===== src/rtl/exc_ctrl_if.sv =====
// Exception-commit bundle between the MEM stage / CP0 and exc_ctrl.
// slave: the exception controller; master: the pipeline/CP0 side.
interface exc_ctrl_if;
  logic        mem_valid_i;
  logic [31:0] mem_pc_i;
  logic        mem_in_delayslot_i;
  logic [8:0]  mem_exc_i;
  logic [31:0] mem_addr_i;
  logic        stall_i;
  logic [31:0] cp0_status_i;
  logic [31:0] cp0_cause_i;
  logic [31:0] cp0_epc_i;
  logic        timer_int_i;

  logic [31:0] excepttype_o;
  logic [31:0] current_inst_addr_o;
  logic        is_in_delayslot_o;
  logic [31:0] bad_addr_o;
  logic        flush_o;
  logic [31:0] newpc_o;
  logic        newpc_valid_o;
  logic        busy_o;

  modport slave (
    input  mem_valid_i, mem_pc_i, mem_in_delayslot_i, mem_exc_i, mem_addr_i,
           stall_i, cp0_status_i, cp0_cause_i, cp0_epc_i, timer_int_i,
    output excepttype_o, current_inst_addr_o, is_in_delayslot_o, bad_addr_o,
           flush_o, newpc_o, newpc_valid_o, busy_o
  );

  modport master (
    output mem_valid_i, mem_pc_i, mem_in_delayslot_i, mem_exc_i, mem_addr_i,
           stall_i, cp0_status_i, cp0_cause_i, cp0_epc_i, timer_int_i,
    input  excepttype_o, current_inst_addr_o, is_in_delayslot_o, bad_addr_o,
           flush_o, newpc_o, newpc_valid_o, busy_o
  );
endinterface


===== src/rtl/exc_ctrl.sv =====
// Exception initiator: prioritises MEM-stage exceptions and interrupts, commits to CP0,
// then flushes and redirects. Optional macro EXC_TIMER_INT_EN folds timer_int_i into IP7.
module exc_ctrl #(
  parameter logic [31:0] EXC_VECTOR   = 32'hBFC00380,
  parameter int          FLUSH_CYCLES = 2
) (
  input  logic      clk,
  input  logic      rst,
  exc_ctrl_if.slave bus
);

  typedef enum logic [1:0] {IDLE, FLUSH, REDIRECT} state_t;

  localparam logic [3:0] FLUSH_LAST = 4'(FLUSH_CYCLES - 1);

  state_t      state;
  logic [3:0]  flush_cnt;
  logic        int_pend;
  logic [7:0]  ip_bits;
  logic        int_req;
  logic        accept;
  logic [31:0] exc_code;
  logic [31:0] exc_bad;

`ifdef EXC_TIMER_INT_EN
  assign ip_bits = bus.cp0_cause_i[15:8] | {bus.timer_int_i, 7'b0};
  logic unused_bits;
  assign unused_bits = ^{bus.cp0_status_i[31:16], bus.cp0_status_i[7:2],
                         bus.cp0_cause_i[31:16], bus.cp0_cause_i[7:0]};
`else
  assign ip_bits = bus.cp0_cause_i[15:8];
  logic unused_bits;
  assign unused_bits = ^{bus.cp0_status_i[31:16], bus.cp0_status_i[7:2],
                         bus.cp0_cause_i[31:16], bus.cp0_cause_i[7:0],
                         bus.timer_int_i};
`endif

  assign int_req = bus.cp0_status_i[0] & ~bus.cp0_status_i[1] &
                   (|(bus.cp0_status_i[15:8] & ip_bits));

  // The interrupt is seen through the registered int_pend, never int_req directly.
  assign accept = (state == IDLE) & bus.mem_valid_i & ~bus.stall_i &
                  (int_pend | (|bus.mem_exc_i));

  // NOTE: every variable gets a default first so the priority chain cannot infer a latch.
  always_comb begin
    exc_code = 32'h0;
    exc_bad  = 32'h0;
    if (int_pend)                 exc_code = 32'h1;
    else if (bus.mem_exc_i[0]) begin
      exc_code = 32'h4;
      exc_bad  = bus.mem_pc_i;
    end
    else if (bus.mem_exc_i[1])    exc_code = 32'ha;
    else if (bus.mem_exc_i[2])    exc_code = 32'h8;
    else if (bus.mem_exc_i[3])    exc_code = 32'h9;
    else if (bus.mem_exc_i[4])    exc_code = 32'hd;
    else if (bus.mem_exc_i[5])    exc_code = 32'hc;
    else if (bus.mem_exc_i[6]) begin
      exc_code = 32'h4;
      exc_bad  = bus.mem_addr_i;
    end
    else if (bus.mem_exc_i[7]) begin
      exc_code = 32'h5;
      exc_bad  = bus.mem_addr_i;
    end
    else if (bus.mem_exc_i[8])    exc_code = 32'he;
  end

  // NOTE: sequential state uses non-blocking assignments; the one-cycle commit fields are
  // defaulted to 0 each edge and only the accept branch overrides them.
  always_ff @(posedge clk) begin
    if (rst) begin
      state                   <= IDLE;
      flush_cnt               <= 4'd0;
      int_pend                <= 1'b0;
      bus.excepttype_o        <= 32'h0;
      bus.current_inst_addr_o <= 32'h0;
      bus.is_in_delayslot_o   <= 1'b0;
      bus.bad_addr_o          <= 32'h0;
      bus.flush_o             <= 1'b0;
      bus.newpc_o             <= 32'h0;
      bus.newpc_valid_o       <= 1'b0;
      bus.busy_o              <= 1'b0;
    end else begin
      int_pend                <= int_req & ~(accept & int_pend);
      bus.excepttype_o        <= 32'h0;
      bus.current_inst_addr_o <= 32'h0;
      bus.is_in_delayslot_o   <= 1'b0;
      bus.bad_addr_o          <= 32'h0;
      bus.newpc_valid_o       <= 1'b0;
      case (state)
        IDLE: begin
          if (accept) begin
            state                   <= FLUSH;
            flush_cnt               <= FLUSH_LAST;
            bus.flush_o             <= 1'b1;
            bus.busy_o              <= 1'b1;
            bus.excepttype_o        <= exc_code;
            bus.current_inst_addr_o <= bus.mem_pc_i;
            bus.is_in_delayslot_o   <= bus.mem_in_delayslot_i;
            bus.bad_addr_o          <= exc_bad;
            bus.newpc_o             <= (exc_code == 32'he) ? bus.cp0_epc_i : EXC_VECTOR;
          end
        end
        FLUSH: begin
          if (flush_cnt == 4'd0) begin
            state             <= REDIRECT;
            bus.newpc_valid_o <= 1'b1;
          end else begin
            flush_cnt <= flush_cnt - 4'd1;
          end
        end
        REDIRECT: begin
          state       <= IDLE;
          bus.flush_o <= 1'b0;
          bus.busy_o  <= 1'b0;
        end
        default: state <= IDLE;
      endcase
    end
  end

endmodule


===== src/flat_wrapper.sv =====
// flat-port wrapper written by rule: the top's interface ports become plain ports
module exc_ctrl_flat 
#(
  parameter logic [31:0] EXC_VECTOR   = 32'hBFC00380,
  parameter int          FLUSH_CYCLES = 2
)
  (clk, rst, bus_mem_valid_i, bus_mem_pc_i, bus_mem_in_delayslot_i, bus_mem_exc_i, bus_mem_addr_i, bus_stall_i, bus_cp0_status_i, bus_cp0_cause_i, bus_cp0_epc_i, bus_timer_int_i, bus_excepttype_o, bus_current_inst_addr_o, bus_is_in_delayslot_o, bus_bad_addr_o, bus_flush_o, bus_newpc_o, bus_newpc_valid_o, bus_busy_o);
  exc_ctrl_if bus_i ();
  input  logic clk;
  input  logic rst;
  input wire logic [$bits(bus_i.mem_valid_i)-1:0] bus_mem_valid_i;
  input wire logic [$bits(bus_i.mem_pc_i)-1:0] bus_mem_pc_i;
  input wire logic [$bits(bus_i.mem_in_delayslot_i)-1:0] bus_mem_in_delayslot_i;
  input wire logic [$bits(bus_i.mem_exc_i)-1:0] bus_mem_exc_i;
  input wire logic [$bits(bus_i.mem_addr_i)-1:0] bus_mem_addr_i;
  input wire logic [$bits(bus_i.stall_i)-1:0] bus_stall_i;
  input wire logic [$bits(bus_i.cp0_status_i)-1:0] bus_cp0_status_i;
  input wire logic [$bits(bus_i.cp0_cause_i)-1:0] bus_cp0_cause_i;
  input wire logic [$bits(bus_i.cp0_epc_i)-1:0] bus_cp0_epc_i;
  input wire logic [$bits(bus_i.timer_int_i)-1:0] bus_timer_int_i;
  output wire logic [$bits(bus_i.excepttype_o)-1:0] bus_excepttype_o;
  output wire logic [$bits(bus_i.current_inst_addr_o)-1:0] bus_current_inst_addr_o;
  output wire logic [$bits(bus_i.is_in_delayslot_o)-1:0] bus_is_in_delayslot_o;
  output wire logic [$bits(bus_i.bad_addr_o)-1:0] bus_bad_addr_o;
  output wire logic [$bits(bus_i.flush_o)-1:0] bus_flush_o;
  output wire logic [$bits(bus_i.newpc_o)-1:0] bus_newpc_o;
  output wire logic [$bits(bus_i.newpc_valid_o)-1:0] bus_newpc_valid_o;
  output wire logic [$bits(bus_i.busy_o)-1:0] bus_busy_o;
  assign bus_i.mem_valid_i = bus_mem_valid_i;
  assign bus_i.mem_pc_i = bus_mem_pc_i;
  assign bus_i.mem_in_delayslot_i = bus_mem_in_delayslot_i;
  assign bus_i.mem_exc_i = bus_mem_exc_i;
  assign bus_i.mem_addr_i = bus_mem_addr_i;
  assign bus_i.stall_i = bus_stall_i;
  assign bus_i.cp0_status_i = bus_cp0_status_i;
  assign bus_i.cp0_cause_i = bus_cp0_cause_i;
  assign bus_i.cp0_epc_i = bus_cp0_epc_i;
  assign bus_i.timer_int_i = bus_timer_int_i;
  assign bus_excepttype_o = bus_i.excepttype_o;
  assign bus_current_inst_addr_o = bus_i.current_inst_addr_o;
  assign bus_is_in_delayslot_o = bus_i.is_in_delayslot_o;
  assign bus_bad_addr_o = bus_i.bad_addr_o;
  assign bus_flush_o = bus_i.flush_o;
  assign bus_newpc_o = bus_i.newpc_o;
  assign bus_newpc_valid_o = bus_i.newpc_valid_o;
  assign bus_busy_o = bus_i.busy_o;
  exc_ctrl #(.EXC_VECTOR(EXC_VECTOR), .FLUSH_CYCLES(FLUSH_CYCLES)) u_core (.clk(clk), .rst(rst), .bus(bus_i));
endmodule

===== config.mk =====
export PLATFORM = sky130hd
export DESIGN_NAME = exc_ctrl_flat
export DESIGN_NICKNAME = d
export VERILOG_FILES = /design/src/rtl/exc_ctrl_if.sv /design/src/rtl/exc_ctrl.sv /design/src/flat_wrapper.sv
export SDC_FILE = /design/constraint.sdc
export NUM_CORES = 1
export LEC_CHECK = 0
export CELL_PAD_IN_SITES_DETAIL_PLACEMENT = 1
export CELL_PAD_IN_SITES_GLOBAL_PLACEMENT = 2
export CORE_AREA = 4 4 157 159
export CTS_CLUSTER_SIZE = 8
export DETAILED_ROUTE_END_ITERATION = 7
export DIE_AREA = 0 0 161 163
export PLACE_DENSITY_LB_ADDON = 0.2
export SLEW_MARGIN = 20
export SYNTH_ARGS = -nofsm -noshare
export SYNTH_HDL_FRONTEND = slang
export SYNTH_SLANG_ARGS = --single-unit

===== constraint.sdc =====
create_clock -name clk -period 2.5 [get_ports clk]
set_clock_uncertainty 0.05 [all_clocks]
set_input_delay 0.5 -clock clk [delete_from_list [all_inputs] [get_ports clk]]
set_output_delay 0.5 -clock clk [all_outputs]
set_load 0.01 [all_outputs]

## Word level (Yosys, flattened, before mapping)

Cells that the tools add are included.

| word-level totals | value |
|---|---|
| output and inout port bits | 132 |
| input port bits | 175 |
| register bits after elaboration | 138 |

| cells by class | value |
|---|---|
| muxes and demuxes | 28 |
| equal/unequal tests | 6 |
| reduce and logical (&&, ||, !) cells | 13 |
| bitwise operators | 15 |
| add/subtract/negate cells | 1 |

Operator list:

| cell | count |
|---|---|
| $mux 32 | 18 |
| $eq 32x4->1 const B | 1 |
| $mux 4 | 3 |
| $reduce_or 9->1 | 1 |
| $and 8x8->8 | 1 |
| $pmux 4 s2 | 1 |
| $reduce_or 8->1 | 1 |
| $and 1x1->1 | 7 |
| $not 1->1 | 6 |
| $reduce_and 2->1 | 3 |
| $logic_not 4->1 | 1 |
| $mux 2 | 2 |
| $ne 2x1->1 const B | 2 |
| $pmux 2 s2 | 1 |
| $reduce_bool 2->1 | 2 |
| $reduce_or 4->1 | 1 |
| $sub 4x1->4 const B | 1 |
| $reduce_and 3->1 | 1 |
| $reduce_or 3->1 | 1 |
| $eq 2x1->1 const B | 1 |
| $eq 2x2->1 const B | 1 |
| $logic_not 2->1 | 1 |
| $mux 1 | 2 |
| $ne 2x2->1 const B | 1 |
| other kinds (3) | 3 |

## Depth between registers and ports, before layout

| logic depth | value |
|---|---|
| word-level depth | 12 |
| depth in mapped cells | 7 |

## Worst setup path before layout

No wires, ideal clock.

| path | value |
|---|---|
| kind | in2reg |
| start point | input bus_mem_exc_i[3] |
| end point | register u_core.bus.excepttype_o[2] |
| stages on the path | 7 |
| arrival time | 2.059 ns |
| setup time | 0.129 ns |
| slack | 0.261 ns |
| data required time | 2.321 ns |
| path through | or4_4 -> buf_6 -> o41ai_4 -> or3_1 -> buf_2 -> buf_4 -> nor2_1 |

| on the way | value |
|---|---|
| cells in the longest elaborated chain, start to end | 5 |
| elaborated cells between the ends (all ways) | 10 |
| classes of those cells | mux (5); bitwise (3); reduce/logical (2) |

RTL lines:

| item | RTL line | text |
|---|---|---|
| start: declaration | flat_wrapper.sv:14 | `input wire logic [$bits(bus_i.mem_exc_i)-1:0] bus_mem_exc_i;` |
| $reduce_or 9->1 or $mux 32 (tied branches) | exc_ctrl.sv:43, exc_ctrl.sv:56 |  |
| $or 1x1->1 or $mux 32 (tied branches) | exc_ctrl.sv:43, exc_ctrl.sv:55 |  |
| $and 1x1->1 or $mux 32 (tied branches) | exc_ctrl.sv:42, exc_ctrl.sv:54 |  |
| $not 1->1 (no line) or $mux 32 (tied branches) | -- |  |
| $reduce_or 3->1 (no line) or $mux 32 (tied branches) | -- |  |
| end signal: assignment | exc_ctrl.sv:99 | `bus.excepttype_o <= exc_code;` |
| end: declaration | exc_ctrl_if.sv:27 | `output excepttype_o, current_inst_addr_o, is_in_delayslot_o, bad_addr_o,` |

Parallel ways exist; a longest one is shown, timed or not.
A chain may end at the register's enable or synchronous reset.

## Worst setup path in the final report

| path | value |
|---|---|
| start point | input bus_mem_exc_i[8] |
| end point | register u_core.bus.newpc_o[15] (netlist bit) |

| on the way | value |
|---|---|
| cells in the longest elaborated chain, start to end | 12 |
| elaborated cells between the ends (all ways) | 16 |
| classes of those cells | eq/ne (1); mux (11); bitwise (2); reduce/logical (2) |

RTL lines:

| item | RTL line | text |
|---|---|---|
| $mux 4 | exc_ctrl.sv:67 | `else if (bus.mem_exc_i[8]) exc_code = 32'he;` |
| $mux 32 | exc_ctrl.sv:63 | `else if (bus.mem_exc_i[7]) begin` |
| $mux 32 | exc_ctrl.sv:59 | `else if (bus.mem_exc_i[6]) begin` |
| $mux 32 | exc_ctrl.sv:58 | `else if (bus.mem_exc_i[5]) exc_code = 32'hc;` |
| $mux 32 | exc_ctrl.sv:57 | `else if (bus.mem_exc_i[4]) exc_code = 32'hd;` |
| $mux 32 | exc_ctrl.sv:56 | `else if (bus.mem_exc_i[3]) exc_code = 32'h9;` |
| $mux 32 | exc_ctrl.sv:55 | `else if (bus.mem_exc_i[2]) exc_code = 32'h8;` |
| $mux 32 | exc_ctrl.sv:54 | `else if (bus.mem_exc_i[1]) exc_code = 32'ha;` |
| $mux 32 | exc_ctrl.sv:50 | `else if (bus.mem_exc_i[0]) begin` |
| $mux 32 | exc_ctrl.sv:49 | `if (int_pend) exc_code = 32'h1;` |
| $eq 32x4->1 | exc_ctrl.sv:103 | `bus.newpc_o <= (exc_code == 32'he) ? bus.cp0_epc_i : EXC_VECTOR;` |
| $mux 32 | exc_ctrl.sv:103 |  |
| end signal: assignment | exc_ctrl.sv:103 |  |
| end: declaration | exc_ctrl_if.sv:28 | `flush_o, newpc_o, newpc_valid_o, busy_o` |

Parallel ways exist; a longest one is shown, timed or not.

==> impl_results.rst <==
.. list-table::
   :header-rows: 1

   * - Metric
     - Value
   * - Mapped Avg Cell Area
     - 9.78 µm²
   * - Synth warn
     - 0
   * - Top library cells by usage in the layout, fill and taps aside
     - sky130_fd_sc_hd__clkdlybuf4s50_1, sky130_fd_sc_hd__dfxtp_1, sky130_fd_sc_hd__nor2_1
   * - Fraction of post-synthesis cell area in the top cell type by area
     - 0.531
   * - Buffers added on ports
     - 231
   * - Instance area at placement
     - 6850 µm²
   * - Worst Path Class, Setup
     - primary input to register
   * - Sw Ratio
     - 0.258
   * - Share of power burned in registers
     - 0.468
   * - HPWL after DPL
     - 11.9 mm
   * - Fraction of final layout cells sized beyond drive strength 1
     - 0.0816
   * - Shortest clock period the worst path allows after layout
     - 2.40 ns
   * - Area of all placed cells without fillers
     - 7180 µm²
   * - Total power of the final layout
     - 3.90 mW
   * - Count of flip-flops with a built-in enable after synthesis
     - 0
   * - Count of maximum capacitance violations
     - 0
   * - Flip-flop and latch count after synthesis
     - 110
   * - Max-slew violations
     - 0
   * - Clock Latency Late Sink
     - 0.35 ns
   * - Nature of the critical path endpoint
     - register
   * - RSZ-0062 raised after global routing
     - false
   * - Wire length of the first global-routing pass
     - 25.0 mm
   * - TritonCTS clock tree
     - done
   * - Top-Level Pins
     - 307
   * - TritonCTS sink count
     - 110
   * - Worst setup slack after layout
     - 0.0952 ns
   * - Violation count after the first detailed-routing iteration
     - 174
   * - Critical path launch point type
     - primary input
   * - Type of the most critical hold path
     - register to register
   * - Final hold violations
     - 0
   * - Final net count
     - 834
   * - CP Data Required Time
     - 2.73 ns
   * - Number of iterations in the first detailed-routing pass
     - 4
   * - Share of async-settable or async-resettable flops after synthesis
     - 0
   * - Initial antenna violation count
     - 0
   * - Commonest non-fill, non-tap cell in the layout
     - sky130_fd_sc_hd__clkdlybuf4s50_1
   * - Remaining DRCs
     - 0
   * - Peak ir drop on the vdd network
     - 0.234 mV
   * - Number of rows in the core area
     - 56
   * - Core Area
     - 23300 µm²
   * - Outcome
     - completed
   * - Cts bufs inserted
     - 9
   * - Average wire length per cell after detail routing
     - 16.3 µm
   * - Final setup violation count
     - 0
   * - Crit-path max FO
     - 20
   * - Inserted Diodes
     - 0
   * - Worst setup slack before clock tree synthesis
     - -0.540 ns
   * - Clock transition at the registers of the reported paths
     - 0.08 ns
   * - Width of the die
     - 161 µm
   * - Pwr dens
     - 543 nW/µm²
   * - Total congestion overflow after global routing
     - 0
   * - Die height
     - 163 µm
   * - Antenna Nets Post-Route
     - 0
   * - Initial Util
     - 0.178
   * - Number of vias per cell after detailed routing
     - 3.99
   * - Count of mapped cells out of synthesis
     - 424
   * - Die Footprint
     - 26200 µm²
   * - Unique cell type count in the Yosys netlist
     - 41
   * - Most frequently used flop master after synthesis
     - sky130_fd_sc_hd__dfxtp_1
   * - Top cell type by total area after synthesis
     - sky130_fd_sc_hd__dfxtp_1
   * - Switching Power
     - 1.01 mW
   * - Arrival time at the worst endpoint
     - 2.64 ns
   * - Root buffer cell
     - sky130_fd_sc_hd__clkbuf_16
   * - P_leak
     - 2.57 nW
   * - Clk network pwr share
     - 0.378
   * - Area delta synth->final
     - 73.3%
   * - Crit share post-route
     - 0.962
   * - Internal Power
     - 2.89 mW
   * - H-tree depth reported by CTS
     - 3
   * - Maximum number of pins on one net before global-route repair
     - 56
   * - Comb power frac
     - 0.154
   * - Worst Hold Slack
     - 0.443 ns
   * - All-Layer GR Usage
     - 0.122
   * - Total standard cell area after synthesis
     - 4150 µm²
   * - Vias in the first global route
     - 4316
   * - Sequential cell area fraction in the yosys report
     - 0.531
   * - Dominant cells by area after synthesis
     - sky130_fd_sc_hd__dfxtp_1, sky130_fd_sc_hd__nand3b_1, sky130_fd_sc_hd__a22oi_1, sky130_fd_sc_hd__buf_4, sky130_fd_sc_hd__nor2_1
   * - Final wirelength
     - 16.0 mm
   * - Post-Route Utilization
     - 0.309
   * - Max Buffers Root-to-Sink
     - 2
   * - Gp weighted congestion
     - 0.750
   * - FMAX
     - 416 MHz
   * - Total number of vias
     - 3914
## Yosys cell counts (2+ instances only)
library cell / n
sky130_fd_sc_hd__dfxtp_1: 110
sky130_fd_sc_hd__nand3_1: 2
sky130_fd_sc_hd__and2_1: 34
sky130_fd_sc_hd__o21ai_1: 3
sky130_fd_sc_hd__nor3_1: 8
sky130_fd_sc_hd__buf_6: 2
sky130_fd_sc_hd__inv_1: 4
sky130_fd_sc_hd__nor2b_1: 2
sky130_fd_sc_hd__a22oi_1: 34
sky130_fd_sc_hd__clkbuf_1: 24
sky130_fd_sc_hd__nor3b_1: 4
sky130_fd_sc_hd__o21ai_0: 17
sky130_fd_sc_hd__nor2_1: 63
sky130_fd_sc_hd__nand3b_1: 40
sky130_fd_sc_hd__a211oi_1: 13
sky130_fd_sc_hd__or3_1: 3
sky130_fd_sc_hd__buf_4: 33
sky130_fd_sc_hd__xor2_1: 2
sky130_fd_sc_hd__ha_1: 2
sky130_fd_sc_hd__a21oi_1: 2
sky130_fd_sc_hd__buf_2: 2
## layout make-up
cell class / instances / area, µm²
inverters: 4 / 15.0
repair buffers: 257 / 2580
fillers: 2674 / 16100
clock inverters: 6 / 60.1
clock buffers: 10 / 239
multi-input cells: 275 / 1690
well taps: 319 / 399
flip-flops and latches: 110 / 2200
## state kept, by name, indices dropped and copies added, names as in the netlist
signal                          flops
u_core.bus.newpc_o                 32
u_core.bus.current_inst_addr_o     32
u_core.bus.excepttype_o             4
u_core.bus.is_in_delayslot_o        1
u_core.state                        2
u_core.bus.flush_o                  1
u_core.int_pend                     1
u_core.bus.newpc_valid_o            1
u_core.bus.bad_addr_o              32
u_core.flush_cnt                    4
## logic make-up (layout without fill, tap and decap cells)
| family | count (synthesis) | count (layout) | synth area share |
|---|---|---|---|
| DFF | 110 | 110 | 0.531 |
| buffers and inverters | 66 | 277 | 0.0938 |
| AOI/OAI and AO/OA | 79 | 79 | 0.137 |
| and+or+nand+nor | 164 | 164 | 0.227 |
| other | 1 | 28 | 0.000904 |
| xor gates and xnor gates | 2 | 2 | 0.00423 |
| adders and majority gates | 2 | 2 | 0.00603 |
## worst max-delay path: stages
cell	delay [ns]
sky130_fd_sc_hd__clkdlybuf4s50_1	0.51
sky130_fd_sc_hd__or4b_2	0.60
sky130_fd_sc_hd__a2bb2oi_1	0.21
sky130_fd_sc_hd__or3b_1	0.46
sky130_fd_sc_hd__buf_12	0.18
sky130_fd_sc_hd__o21ai_0	0.16
## worst paths after layout
kind | cells after the start | slack (ns) | from | end
setup / recovery | 6 | 0.1 | bus_mem_exc_i[8] | u_core.bus.newpc_o[15]
hold / removal | 2 | 0.44 | u_core.bus.newpc_o[16] | u_core.bus.newpc_o[16]
setup reg to reg | 5 | 0.52 | u_core.int_pend | u_core.bus.newpc_o[15]
hold reg to reg | 2 | 0.44 | u_core.bus.newpc_o[16] | u_core.bus.newpc_o[16]
## stage by stage
stage | TNS (ns) | cells
2_1_floorplan | 0 | 451
3_3_place_gp | -24.47 | 964
3_5_place_dp | -26.14 | 964
4_1_cts | 0 | 980
5_1_grt | 0 | 981
6_report | 0 | 981
## timing repair
item	4_1_cts	5_1_grt
setup buffers	0	1
gates resized for setup	1	3
hold buffers	0	0
endpoints found under the setup margin	12	13
pin swaps	0	1
## metal layers
metal  vias up  global-route usage  part of all wire
li1       1865                   -                 -
met1      1868               0.150              0.44
met2       166               0.203              0.47
met3        15              0.0400             0.079
met4         0              0.0380             0.017
met5         -                   0                 0
## power groups by stage
| stage | sequential (mW) | combinational, mW | clock (mW) |
|---|---|---|---|
| 6_report | 1.82 | 0.603 | 1.48 |
| 5_1_grt | 1.83 | 0.659 | 1.61 |
| 4_1_cts | 1.83 | 0.611 | 1.56 |
| 3_5_place_dp | 1.87 | 0.605 | 0 |
| 3_3_place_gp | 1.87 | 0.595 | 0 |
| 2_1_floorplan | 1.89 | 0.221 | 0 |
Note: power is estimated with default switching activity, not from simulation.
